==> config.mk <==
export PLATFORM = sky130hd
export DESIGN_NAME = unidade_ponto_flt_param_flat
export DESIGN_NICKNAME = d
export VERILOG_FILES = /design/src/rtl/unidade_ponto_flt_param_if.sv /design/src/rtl/unidade_ponto_flt_param.sv /design/src/flat_wrapper.sv
export SDC_FILE = /design/constraint.sdc
export NUM_CORES = 1
export LEC_CHECK = 0
export BUFFER_PORTS_ARGS = -buffer_cell sky130_fd_sc_hd__buf_2
export CORE_ASPECT_RATIO = 1.1
export CORE_MARGIN = 2
export CORE_UTILIZATION = 40
export DETAILED_ROUTE_END_ITERATION = 12
export GPL_TIMING_DRIVEN = 0
export SETUP_SLACK_MARGIN = 0.4
export SYNTH_ARGS = -nofsm -noshare
export SYNTH_HDL_FRONTEND = slang
export SYNTH_SLANG_ARGS = --single-unit
==> constraint.sdc <==
create_clock -name clk -period 4.8 [get_ports clk]
set_clock_uncertainty 0.15 [all_clocks]
set_input_delay 0.96 -clock clk [delete_from_list [all_inputs] [get_ports clk]]
set_output_delay 0.96 -clock clk [all_outputs]
set_load 0.03 [all_outputs]
==> src/rtl/unidade_ponto_flt_param_if.sv <==
// ---------------------------------------------------------------------------
// unidade_ponto_flt_param_if
// Handshake and data bundle between the integer core (master) and the
// floating-point unit (slave).
//   start  master->slave  launch an operation on a/b/op
//   op     master->slave  00 add, 01 sub, 10 mul, 11 reserved
//   a, b   master->slave  operands, W = 1+EXP_W+MAN_W bits
//   s      slave->master  result, held from one finish to the next
//   finish slave->master  one-cycle completion pulse
//   busy   slave->master  operation in flight
//   flags  slave->master  {invalid, overflow, underflow}
// ---------------------------------------------------------------------------
interface unidade_ponto_flt_param_if #(
  parameter int EXP_W = 8,
  parameter int MAN_W = 23
);
  localparam int W = 1 + EXP_W + MAN_W;

  logic         start;
  logic [1:0]   op;
  logic [W-1:0] a;
  logic [W-1:0] b;
  logic [W-1:0] s;
  logic         finish;
  logic         busy;
  logic [2:0]   flags;

  modport master (
    output start, op, a, b,
    input  s, finish, busy, flags
  );

  modport slave (
    input  start, op, a, b,
    output s, finish, busy, flags
  );
endinterface

==> src/rtl/unidade_ponto_flt_param.sv <==
// ---------------------------------------------------------------------------
// unidade_ponto_flt_param
// Multi-cycle floating-point unit (add, sub, mul) for IEEE-754-style operands
// with configurable exponent/mantissa widths. Subnormals are flushed to zero.
// Ports:
//   clk    rising-edge clock
//   rst_n  synchronous reset, active low
//   bus    unidade_ponto_flt_param_if.slave (start/op/a/b in, s/finish/busy/flags out)
// Build option:
//   FPU_ROUND_NEAREST_EN  defined -> round to nearest even, otherwise truncate.
//   Both builds spend one cycle in ROUND, so latency does not change.
// ---------------------------------------------------------------------------
module unidade_ponto_flt_param #(
  parameter int EXP_W = 8,
  parameter int MAN_W = 23
) (
  input  logic                      clk,
  input  logic                      rst_n,
  unidade_ponto_flt_param_if.slave  bus
);

  localparam int W     = 1 + EXP_W + MAN_W;
  localparam int MW    = MAN_W + 4;        // hidden + fraction + guard/round/sticky
  localparam int AW    = MAN_W + 5;        // MW plus a carry bit on top
  localparam int PW    = 2 * (MAN_W + 1);  // full product width
  localparam int XW    = EXP_W + 2;        // signed working exponent
  localparam int CNT_W = $clog2(MAN_W + 4);
  localparam int BIAS  = (1 << (EXP_W - 1)) - 1;

  localparam logic signed [XW-1:0] BIAS_X   = XW'(BIAS);
  localparam logic signed [XW-1:0] EXP_TOP  = XW'((1 << EXP_W) - 1);
  localparam logic signed [XW-1:0] EXP_ZERO = '0;
  localparam logic signed [XW-1:0] EXP_ONE  = XW'(1);
  localparam logic [CNT_W-1:0]     CNT_ONE  = CNT_W'(1);
  localparam logic [W-1:0]         QNAN     = {1'b0, {EXP_W{1'b1}}, 1'b1, {(MAN_W-1){1'b0}}};

  typedef enum logic [2:0] {
    IDLE, UNPACK, ALIGN, ADD, MUL, NORM, ROUND, DONE
  } state_t;

  state_t state, state_n;

  logic [W-1:0]           a_r, b_r;
  logic [1:0]             op_r;
  logic                   sign_r;
  logic                   eff_sub;
  logic signed [XW-1:0]   exp_r;
  logic [MW-1:0]          m_big, m_small;
  logic [CNT_W-1:0]       cnt;
  logic [PW-1:0]          mcand, prod;
  logic [MAN_W:0]         mplier;
  logic [AW-1:0]          acc;
  logic [W-1:0]           s_r;
  logic [2:0]             flags_r;

  // Field split of the captured operands; b's sign is flipped for subtract
  // so the rest of the datapath only ever adds.
  logic                   sa, sb;
  logic [EXP_W-1:0]       ea, eb;
  logic [MAN_W-1:0]       fa, fb;
  logic                   a_zero, b_zero, a_inf, b_inf, a_nan, b_nan;

  always_comb begin
    sa     = a_r[W-1];
    sb     = b_r[W-1] ^ (op_r == 2'b01);
    ea     = a_r[W-2:MAN_W];
    eb     = b_r[W-2:MAN_W];
    fa     = a_r[MAN_W-1:0];
    fb     = b_r[MAN_W-1:0];
    a_zero = (ea == '0);
    b_zero = (eb == '0);
    a_inf  = (ea == '1) && (fa == '0);
    b_inf  = (eb == '1) && (fb == '0);
    a_nan  = (ea == '1) && (fa != '0);
    b_nan  = (eb == '1) && (fb != '0);
  end

  // Operands that bypass the arithmetic: NaN, infinity, zero (including
  // flushed subnormals) and the reserved opcode.
  logic                   special;
  logic [W-1:0]           sp_s;
  logic [2:0]             sp_flags;

  always_comb begin
    special  = 1'b0;
    sp_s     = QNAN;
    sp_flags = 3'b000;
    if (op_r == 2'b11 || a_nan || b_nan) begin
      special  = 1'b1;
      sp_flags = 3'b100;
    end else if (op_r == 2'b10) begin
      if ((a_inf && b_zero) || (a_zero && b_inf)) begin
        special  = 1'b1;
        sp_flags = 3'b100;
      end else if (a_inf || b_inf) begin
        special = 1'b1;
        sp_s    = {sa ^ sb, {EXP_W{1'b1}}, {MAN_W{1'b0}}};
      end else if (a_zero || b_zero) begin
        special = 1'b1;
        sp_s    = {sa ^ sb, {(W-1){1'b0}}};
      end
    end else begin
      if (a_inf && b_inf) begin
        special = 1'b1;
        if (sa != sb) begin
          sp_flags = 3'b100;
        end else begin
          sp_s = {sa, {EXP_W{1'b1}}, {MAN_W{1'b0}}};
        end
      end else if (a_inf) begin
        special = 1'b1;
        sp_s    = {sa, {EXP_W{1'b1}}, {MAN_W{1'b0}}};
      end else if (b_inf) begin
        special = 1'b1;
        sp_s    = {sb, {EXP_W{1'b1}}, {MAN_W{1'b0}}};
      end else if (a_zero && b_zero) begin
        // -0 + -0 stays negative, any other mix of zeros gives +0
        special = 1'b1;
        sp_s    = {sa & sb, {(W-1){1'b0}}};
      end else if (a_zero) begin
        special = 1'b1;
        sp_s    = {sb, b_r[W-2:0]};
      end else if (b_zero) begin
        special = 1'b1;
        sp_s    = a_r;
      end
    end
  end

  // Add/sub ordering: the operand with the larger magnitude is kept as-is and
  // the other is aligned to it, so the subtraction can never go negative.
  logic                   a_big;
  logic [EXP_W-1:0]       e_big;
  logic [EXP_W-1:0]       diff;
  logic [CNT_W-1:0]       align_cnt;

  always_comb begin
    a_big     = (a_r[W-2:0] >= b_r[W-2:0]);
    e_big     = a_big ? ea : eb;
    diff      = a_big ? (ea - eb) : (eb - ea);
    // Beyond MAN_W+3 shifts every bit already sits in sticky, so cap there.
    align_cnt = (int'(diff) > MAN_W + 3) ? CNT_W'(MAN_W + 3) : CNT_W'(diff);
  end

  // Arithmetic helpers for the ADD and MUL states.
  logic [AW-1:0]          add_sum;
  logic [PW-1:0]          prod_next;
  logic [AW-1:0]          prod_acc;

  always_comb begin
    add_sum   = eff_sub ? ({1'b0, m_big} - {1'b0, m_small})
                        : ({1'b0, m_big} + {1'b0, m_small});
    prod_next = prod + (mplier[0] ? mcand : '0);
    // Top MAN_W+4 product bits line up with the carry/hidden/fraction/G/R
    // layout; everything below folds into sticky.
    prod_acc  = {prod_next[PW-1:MAN_W-2], |prod_next[MAN_W-3:0]};
  end

  // Rounding and final range checks on the normalised mantissa.
  logic                   round_up;
  logic [MAN_W+1:0]       rounded;
  logic signed [XW-1:0]   exp_rnd;
  logic [MAN_W-1:0]       frac_rnd;
  logic [W-1:0]           rnd_s;
  logic [2:0]             rnd_flags;

  always_comb begin
`ifdef FPU_ROUND_NEAREST_EN
    round_up = acc[2] & (acc[1] | acc[0] | acc[3]);
`else
    round_up = 1'b0;
`endif
    rounded   = {1'b0, acc[MAN_W+3:3]} + {{(MAN_W+1){1'b0}}, round_up};
    // A carry out of the rounder leaves 10.000..0: bump the exponent.
    exp_rnd   = rounded[MAN_W+1] ? (exp_r + EXP_ONE) : exp_r;
    frac_rnd  = rounded[MAN_W+1] ? rounded[MAN_W:1] : rounded[MAN_W-1:0];
    rnd_s     = {sign_r, exp_rnd[EXP_W-1:0], frac_rnd};
    rnd_flags = 3'b000;
    if (acc == '0) begin
      rnd_s = '0;
    end else if (exp_rnd <= EXP_ZERO) begin
      rnd_s     = {sign_r, {(W-1){1'b0}}};
      rnd_flags = 3'b001;
    end else if (exp_rnd >= EXP_TOP) begin
      rnd_s     = {sign_r, {EXP_W{1'b1}}, {MAN_W{1'b0}}};
      rnd_flags = 3'b010;
    end
  end

  // State register.
  always_ff @(posedge clk) begin
    if (!rst_n) begin
      state <= IDLE;
    end else begin
      state <= state_n;
    end
  end

  // Next-state logic. Only IDLE listens to start, which is what makes start
  // during busy or during the finish cycle a no-op.
  always_comb begin
    state_n = state;
    case (state)
      IDLE:    if (bus.start) state_n = UNPACK;
      UNPACK: begin
        if (special)              state_n = DONE;
        else if (op_r == 2'b10)   state_n = MUL;
        else                      state_n = ALIGN;
      end
      ALIGN:   if (cnt == '0) state_n = ADD;
      ADD:     state_n = NORM;
      MUL:     if (cnt == CNT_ONE) state_n = NORM;
      NORM:    if (acc == '0 || (!acc[AW-1] && acc[AW-2])) state_n = ROUND;
      ROUND:   state_n = DONE;
      DONE:    state_n = IDLE;
      default: state_n = IDLE;
    endcase
  end

  // Datapath: each state advances its own piece of the operation. The result
  // register is written only on the edge into DONE, so s and flags hold
  // between finishes.
  always_ff @(posedge clk) begin
    if (!rst_n) begin
      a_r     <= '0;
      b_r     <= '0;
      op_r    <= '0;
      sign_r  <= 1'b0;
      eff_sub <= 1'b0;
      exp_r   <= '0;
      m_big   <= '0;
      m_small <= '0;
      cnt     <= '0;
      mcand   <= '0;
      mplier  <= '0;
      prod    <= '0;
      acc     <= '0;
      s_r     <= '0;
      flags_r <= '0;
    end else begin
      case (state)
        IDLE: begin
          if (bus.start) begin
            a_r  <= bus.a;
            b_r  <= bus.b;
            op_r <= bus.op;
          end
        end
        UNPACK: begin
          if (special) begin
            s_r     <= sp_s;
            flags_r <= sp_flags;
          end else if (op_r == 2'b10) begin
            sign_r <= sa ^ sb;
            exp_r  <= $signed({2'b00, ea}) + $signed({2'b00, eb}) - BIAS_X;
            mcand  <= {{(MAN_W+1){1'b0}}, 1'b1, fa};
            mplier <= {1'b1, fb};
            prod   <= '0;
            cnt    <= CNT_W'(MAN_W + 1);
          end else begin
            sign_r  <= a_big ? sa : sb;
            eff_sub <= sa ^ sb;
            exp_r   <= $signed({2'b00, e_big});
            m_big   <= a_big ? {1'b1, fa, 3'b000} : {1'b1, fb, 3'b000};
            m_small <= a_big ? {1'b1, fb, 3'b000} : {1'b1, fa, 3'b000};
            cnt     <= align_cnt;
          end
        end
        ALIGN: begin
          if (cnt != '0) begin
            m_small <= {1'b0, m_small[MW-1:2], m_small[1] | m_small[0]};
            cnt     <= cnt - CNT_ONE;
          end
        end
        ADD: begin
          acc <= add_sum;
        end
        MUL: begin
          prod   <= prod_next;
          mcand  <= mcand << 1;
          mplier <= mplier >> 1;
          cnt    <= cnt - CNT_ONE;
          if (cnt == CNT_ONE) acc <= prod_acc;
        end
        NORM: begin
          if (acc[AW-1]) begin
            acc   <= {1'b0, acc[AW-1:2], acc[1] | acc[0]};
            exp_r <= exp_r + EXP_ONE;
          end else if (!acc[AW-2] && acc != '0) begin
            acc   <= acc << 1;
            exp_r <= exp_r - EXP_ONE;
          end
        end
        ROUND: begin
          s_r     <= rnd_s;
          flags_r <= rnd_flags;
        end
        default: ;
      endcase
    end
  end

  assign bus.s      = s_r;
  assign bus.flags  = flags_r;
  assign bus.finish = (state == DONE);
  assign bus.busy   = (state != IDLE);

endmodule
==> src/flat_wrapper.sv <==
// flat-port wrapper written by rule: the top's interface ports become plain ports
module unidade_ponto_flt_param_flat 
#(
  parameter int EXP_W = 8,
  parameter int MAN_W = 23
)
  (clk, rst_n, bus_start, bus_op, bus_a, bus_b, bus_s, bus_finish, bus_busy, bus_flags);
  unidade_ponto_flt_param_if #(.EXP_W(EXP_W), .MAN_W(MAN_W)) bus_i ();
  input  logic clk;
  input  logic rst_n;
  input wire logic [$bits(bus_i.start)-1:0] bus_start;
  input wire logic [$bits(bus_i.op)-1:0] bus_op;
  input wire logic [$bits(bus_i.a)-1:0] bus_a;
  input wire logic [$bits(bus_i.b)-1:0] bus_b;
  output wire logic [$bits(bus_i.s)-1:0] bus_s;
  output wire logic [$bits(bus_i.finish)-1:0] bus_finish;
  output wire logic [$bits(bus_i.busy)-1:0] bus_busy;
  output wire logic [$bits(bus_i.flags)-1:0] bus_flags;
  assign bus_i.start = bus_start;
  assign bus_i.op = bus_op;
  assign bus_i.a = bus_a;
  assign bus_i.b = bus_b;
  assign bus_s = bus_i.s;
  assign bus_finish = bus_i.finish;
  assign bus_busy = bus_i.busy;
  assign bus_flags = bus_i.flags;
  unidade_ponto_flt_param #(.EXP_W(EXP_W), .MAN_W(MAN_W)) u_core (.clk(clk), .rst_n(rst_n), .bus(bus_i));
endmodule
# Word level (Yosys, flattened, before mapping)
# Index checks and enable logic that the tools add are counted.
[op_classes] addsub=10 magnitude_cmp=4 eq_ne=24 muxes=80 bitwise_logic=7 reduce_logical=48
[ops] cell="$mux W32" count=14
[ops] cell="$mux W48" count=5
[ops] cell="$pmux W48 S2" count=2
[ops] cell="$mux W28" count=4
[ops] cell="$pmux W28 S3" count=1
[ops] cell="$mux W27" count=3
[ops] cell="$pmux W32 S2" count=1
[ops] cell="$mux W31" count=2
[ops] cell="$pmux W27 S2" count=1
[ops] cell="$mux W26" count=2
[ops] cell="$add A48 B48 Y48" count=1
[ops] cell="$mux W24" count=2
[ops] cell="$pmux W24 S2" count=1
[ops] cell="$logic_not A23 Y1" count=2
[ops] cell="$reduce_bool A23 Y1" count=2
[ops] cell="$mux W3" count=14
[ops] cell="$mux W10" count=4
[ops] cell="$ge A31 B31 Y1" count=1
[ops] cell="$add A27 B27 Y28" count=1
[ops] cell="$logic_not A28 Y1" count=1
[ops] cell="$reduce_bool A28 Y1" count=1
[ops] cell="$sub A27 B27 Y28" count=1
[ops] cell="$pmux W3 S8" count=1
[ops] cell="$reduce_or A21 Y1" count=1
[ops] cell="other kinds (43)" count=105
[word_totals] regBits=323 out_inout_bits=37 elab_cells=190

# Depth between registers and ports, before layout
[logic_depth] depth_word=11 ltp_mapped=21 ltp_nobuf=21

# Worst setup path before layout
# No wires, ideal clock.
[synth_timing] kind="flip-flop to flip-flop" start="reg u_core.m_small[0]" end="reg u_core.acc[25]" t_arrival_ns=3.840 required_time_ns=4.517 slack_ns=0.678 path_stages_with_launch=21 path_buffers=1 cell_sequence="dfxtp_1 > inv_1 > ha_1 > nand2_1 > nor3_1 > nand2_1 > nor3b_1 > a21oi_1 > xnor2_1 > ha_1 > clkbuf_1 > a21oi_1 > o21ai_0 > a21o_1 > a211o_1 > a2111oi_2 > nor3_1 > a31oi_1 > xnor2_1 > a221oi_1 > a21oi_1"
[synth_between] elab_chain_cells=3 word_cells_on_any_way=4
[synth_lines] element="start: declaration" line_no="unidade_ponto_flt_param.sv:48" text="logic [MW-1:0] m_big, m_small;"
[synth_lines] element="start signal: assignment" line_no="unidade_ponto_flt_param.sv:265" text="m_small <= a_big ? {1'b1, fb, 3'b000} : {1'b1, fa, 3'b000};"
[synth_lines] element="start signal: assignment" line_no="unidade_ponto_flt_param.sv:271" text="m_small <= {1'b0, m_small[MW-1:2], m_small[1] | m_small[0]};"
[synth_lines] element="$add A27 B27 Y28 or $sub A27 B27 Y28 (tied branches)" line_no="unidade_ponto_flt_param.sv:152, unidade_ponto_flt_param.sv:151"
[synth_lines] element="$mux W28 (*)" line_no="unidade_ponto_flt_param.sv:151" text="add_sum = eff_sub ? ({1'b0, m_big} - {1'b0, m_small})"
[synth_lines] element="$pmux W28 S3 (*)" line_no="unidade_ponto_flt_param.sv:241" text="case (state)"
[synth_lines] element="end signal: assignment" line_no="unidade_ponto_flt_param.sv:276" text="acc <= add_sum;"
[synth_lines] element="end signal: assignment" line_no="unidade_ponto_flt_param.sv:283" text="if (cnt == CNT_ONE) acc <= prod_acc;"
[synth_lines] element="end signal: assignment" line_no="unidade_ponto_flt_param.sv:287" text="acc <= {1'b0, acc[AW-1:2], acc[1] | acc[0]};"
[synth_lines] element="end: declaration" line_no="unidade_ponto_flt_param.sv:52" text="logic [AW-1:0] acc;"
# Mark *: on every way between the ends. The rest lies on a longest branch, timed or not.
# A chain may end at the register's enable or synchronous reset.

# Worst setup path after layout
[layout_timing] start="reg u_core.mplier[0]" end="reg u_core.acc[27]"
[layout_between] elab_chain_cells=4
[layout_lines] element="start: declaration" line_no="unidade_ponto_flt_param.sv:51" text="logic [MAN_W:0] mplier;"
[layout_lines] element="start signal: assignment" line_no="unidade_ponto_flt_param.sv:257" text="mplier <= {1'b1, fb};"
[layout_lines] element="start signal: assignment" line_no="unidade_ponto_flt_param.sv:281" text="mplier <= mplier >> 1;"
[layout_lines] element="$mux W48" line_no="unidade_ponto_flt_param.sv:153" text="prod_next = prod + (mplier[0] ? mcand : '0);"
[layout_lines] element="$add A48 B48 Y48" line_no="unidade_ponto_flt_param.sv:153"
[layout_lines] element="$mux W28" line_no="unidade_ponto_flt_param.sv:283"
[layout_lines] element="$pmux W28 S3" line_no="unidade_ponto_flt_param.sv:241"
[layout_lines] element="end signal: assignment" line_no="unidade_ponto_flt_param.sv:283"
[layout_lines] element="end signal: assignment" line_no="unidade_ponto_flt_param.sv:287"
[layout_lines] element="end signal: assignment" line_no="unidade_ponto_flt_param.sv:290" text="acc <= acc << 1;"
# Every way passes these cells. The select of a mux whose other input is x is not followed.

==> flow_metrics.tcl <==
set metrics [dict create \
    io_buffers 105 \
    viasPerCell 5.94 \
    synthArstFlopShare 0 \
    start_util 0.404 \
    drv_slew 0 \
    htreeDepth 2 \
    ant_nets 0 \
    gp_congestion 0.970 \
    post-route-period-util 0.873 \
    cp_cell_sequence "clkbuf_4, and2_1, ha_1, a211oi_2, nor2_1, o311ai_2, a2111oi_1, a211oi_1, nand2_1, a41oi_1, xnor2_2, buf_4, a221oi_2, a211oi_1" \
    yosysWarnings 0 \
    grt_usage 0.284 \
    grt_setup_unrepaired "no" \
    fp.coreArea_um2 51300 \
    insertion_delay_ns 0.58 \
    synth.net_count 2914 \
    clkSlewWorstSetupHoldPaths_ns 0.06 \
    ir_worst_vdd_v 0.000560 \
    critPathKind "reg2reg" \
    die_x_um 221 \
    final_util 0.462 \
    drive_above_1_share 0.0911 \
    cts_root_buf "clkbuf_16" \
    routed_wl_um 78600 \
    hpwl_um 61800 \
    cp-start-kind "register" \
    finalHoldViolations 0 \
    timing.fmax_ghz 0.239 \
    ios 106 \
    synth_cell_type_count 84 \
    setup_violations 0 \
    max_cap_viol_count 0 \
    grt_pass1_vias 20100 \
    powerDensity_nw_per_um2 832 \
    synth_flop_cell "dfxtp_1" \
    synth-seq-cells 320 \
    total_power_w 0.0197 \
    numCtsBuffers 39 \
    row_count 87 \
    design.die.area_um2 53600 \
    drc 0 \
    vias 21100 \
    layout_commonest_cell "nand2_1" \
    required_ns 5.06 \
    cp_num_buf_inv 2 \
    die_h_um 243 \
    grt_max_degree 13 \
    synth_edf_count 0 \
    syn_area_um2 20700 \
    slowest_delay_ns 0.57 \
    clkSinkCount 320 \
    cts_hold_buf 0 \
    syn_inst 2707 \
    mostFrequentLayoutCells "355 x nand2_1, 316 x dfxtp_1, 305 x nor2_1, 279 x a21oi_1, 138 x clkbuf_1" \
    crit_top_cell "a211oi_1" \
    crit_family "compound AO/OA/AOI/OAI gates" \
    wl_per_cell_um 22.1 \
    seq_area_frac_synth 0.309 \
    timing.hold.ws_ns 0.317 \
    worstMarginPinSlew_ns 1.35 \
    cts_tree "done" \
    grt_pass1_wl_um 119000 \
    grt_overflow 0 \
    cts.path.max_buffers 3 \
    arrival_ns 4.45 \
    drtIter0Drc 1783 \
    outcome "complete, no violations" \
    cp-end-kind "register" \
    fin_nets 3069 \
    hold_class "reg2reg" \
    finalCriticalPeriod_ns 4.19 \
    relSlewSlack 0.102 \
    path_max_fanout 10 \
    slowest_stage "o311ai_2" \
    antenna_found_initial 1 \
    syn_to_final_growth_pct 14.4 \
    avgSynthCellArea_um2 7.65 \
    drt_pass1_iterations 5 \
    p_leak_nw 9.45 \
]
## synth_stat cells, drive strengths merged, types with 12 or more instances
master  count  area [µm²]
nand2     357        1340
dfxtp     320        6410
nor2      310        1170
a21oi     282        1420
o21ai     145         733
clkbuf    140         527
ha        133        1660
mux2i      84         841
inv        81         304
xnor2      80         701
a22oi      69         518
a211oi     68         515
nor3       64         320
and2       59         369
a21o       52         390
xor2       39         342
buf        35         171
a311oi     32         287
a221oi     29         260
nand3      29         145
nor4       28         175
nand4      25         156
o21bai     21         158
a31oi      20         125
nor2b      18         113
o21a       18         135
nand2b     17         106
o211ai     12        95.1
o221ai     12         111
## through the flow
stage	setup TNS, ns	cells	setup WS [ns]	area (µm²)
6_report	0	3556	0.610	23700
5_1_grt	0	3556	0.355	23700
4_1_cts	0	3547	0.355	23500
3_5_place_dp	-0.484	3479	-0.311	22100
3_3_place_gp	-0.669	3479	-0.384	22100
2_1_floorplan	0	2707	0.678	20700
## area by class of cell
class / count / area [µm²]
Clock inverter: 14 / 219
Clock buffer: 53 / 1140
Sequential cell: 320 / 6410
Fill cell: 5172 / 27600
Tap cell: 667 / 835
Multi-Input combinational cell: 2131 / 13500
Antenna cell: 1 / 2.50
Buffer: 175 / 708
Timing Repair Buffer: 114 / 593
Inverter: 81 / 304
## what timing repair did
action | in CTS | in global routing
endpoints found under the setup margin | 22 | 34
pin swaps | 2 | 15
gates resized for setup | 15 | 40
setup buffers | 1 | 8
## metal layers
layer | GRT usage | share of wire | vias to the layer above
met1 | 0.390 | 0.46 | 10100
li1 | - | - | 10100
met2 | 0.443 | 0.43 | 827
met5 | 0 | 0 | -
met3 | 0.0406 | 0.066 | 178
met4 | 0.121 | 0.044 | 0
## worst paths after layout
check	cells after the start	slack [ns]	to	start
worst min register to register	2	0.32	u_core.prod[44]	u_core.prod[44]
worst min-delay path	2	0.32	u_core.prod[44]	u_core.prod[44]
worst max register to register	14	0.61	u_core.acc[27]	u_core.mplier[0]
worst max-delay path	14	0.61	u_core.acc[27]	u_core.mplier[0]
## sequential cells by signal, indices dropped and copies added (netlist names), 10 cells and up
register        count
u_core.bus.s       32
u_core.mcand       48
u_core.m_big       24
u_core.m_small     27
u_core.acc         28
u_core.mplier      24
u_core.a_r         32
u_core.exp_r       10
u_core.prod        48
u_core.b_r         32
## power breakdown
| group | internal, W | switching, W | total [W] | leakage, nW |
|---|---|---|---|---|
| combinational | 0.00459 | 0.00777 | 0.0124 | 6.18 |
| sequential | 0.00328 | 0.000888 | 0.00417 | 2.60 |
| clock | 0.00194 | 0.00126 | 0.00320 | 0.666 |
## worst register-to-register path: cells and delay by family (launching register included)
kind	cells	cell delay, ns
adders and majority gates	1	0.27
and+or+nand+nor	3	0.53
AOI/OAI and AO/OA	7	2.13
xor gates and xnor gates	1	0.09
buffers and inverters	2	0.44
DFF	1	0.43
## kinds of logic (layout without fill, tap and decap cells)
logic type / after synthesis / after routing / share of synthesized area
AO/OA/AOI/OAI: 843 / 843 / 0.265
buffers and inverters: 256 / 437 / 0.0484
XOR/XNOR: 119 / 119 / 0.0503
flip-flops: 320 / 320 / 0.309
adder cells (fa/ha/maj): 138 / 138 / 0.0851
multiplexers: 85 / 85 / 0.0411
other: 0 / 1 / 0
AND/OR/NAND/NOR: 946 / 946 / 0.201
No activity file was read; power rests on OpenSTA's default activity.
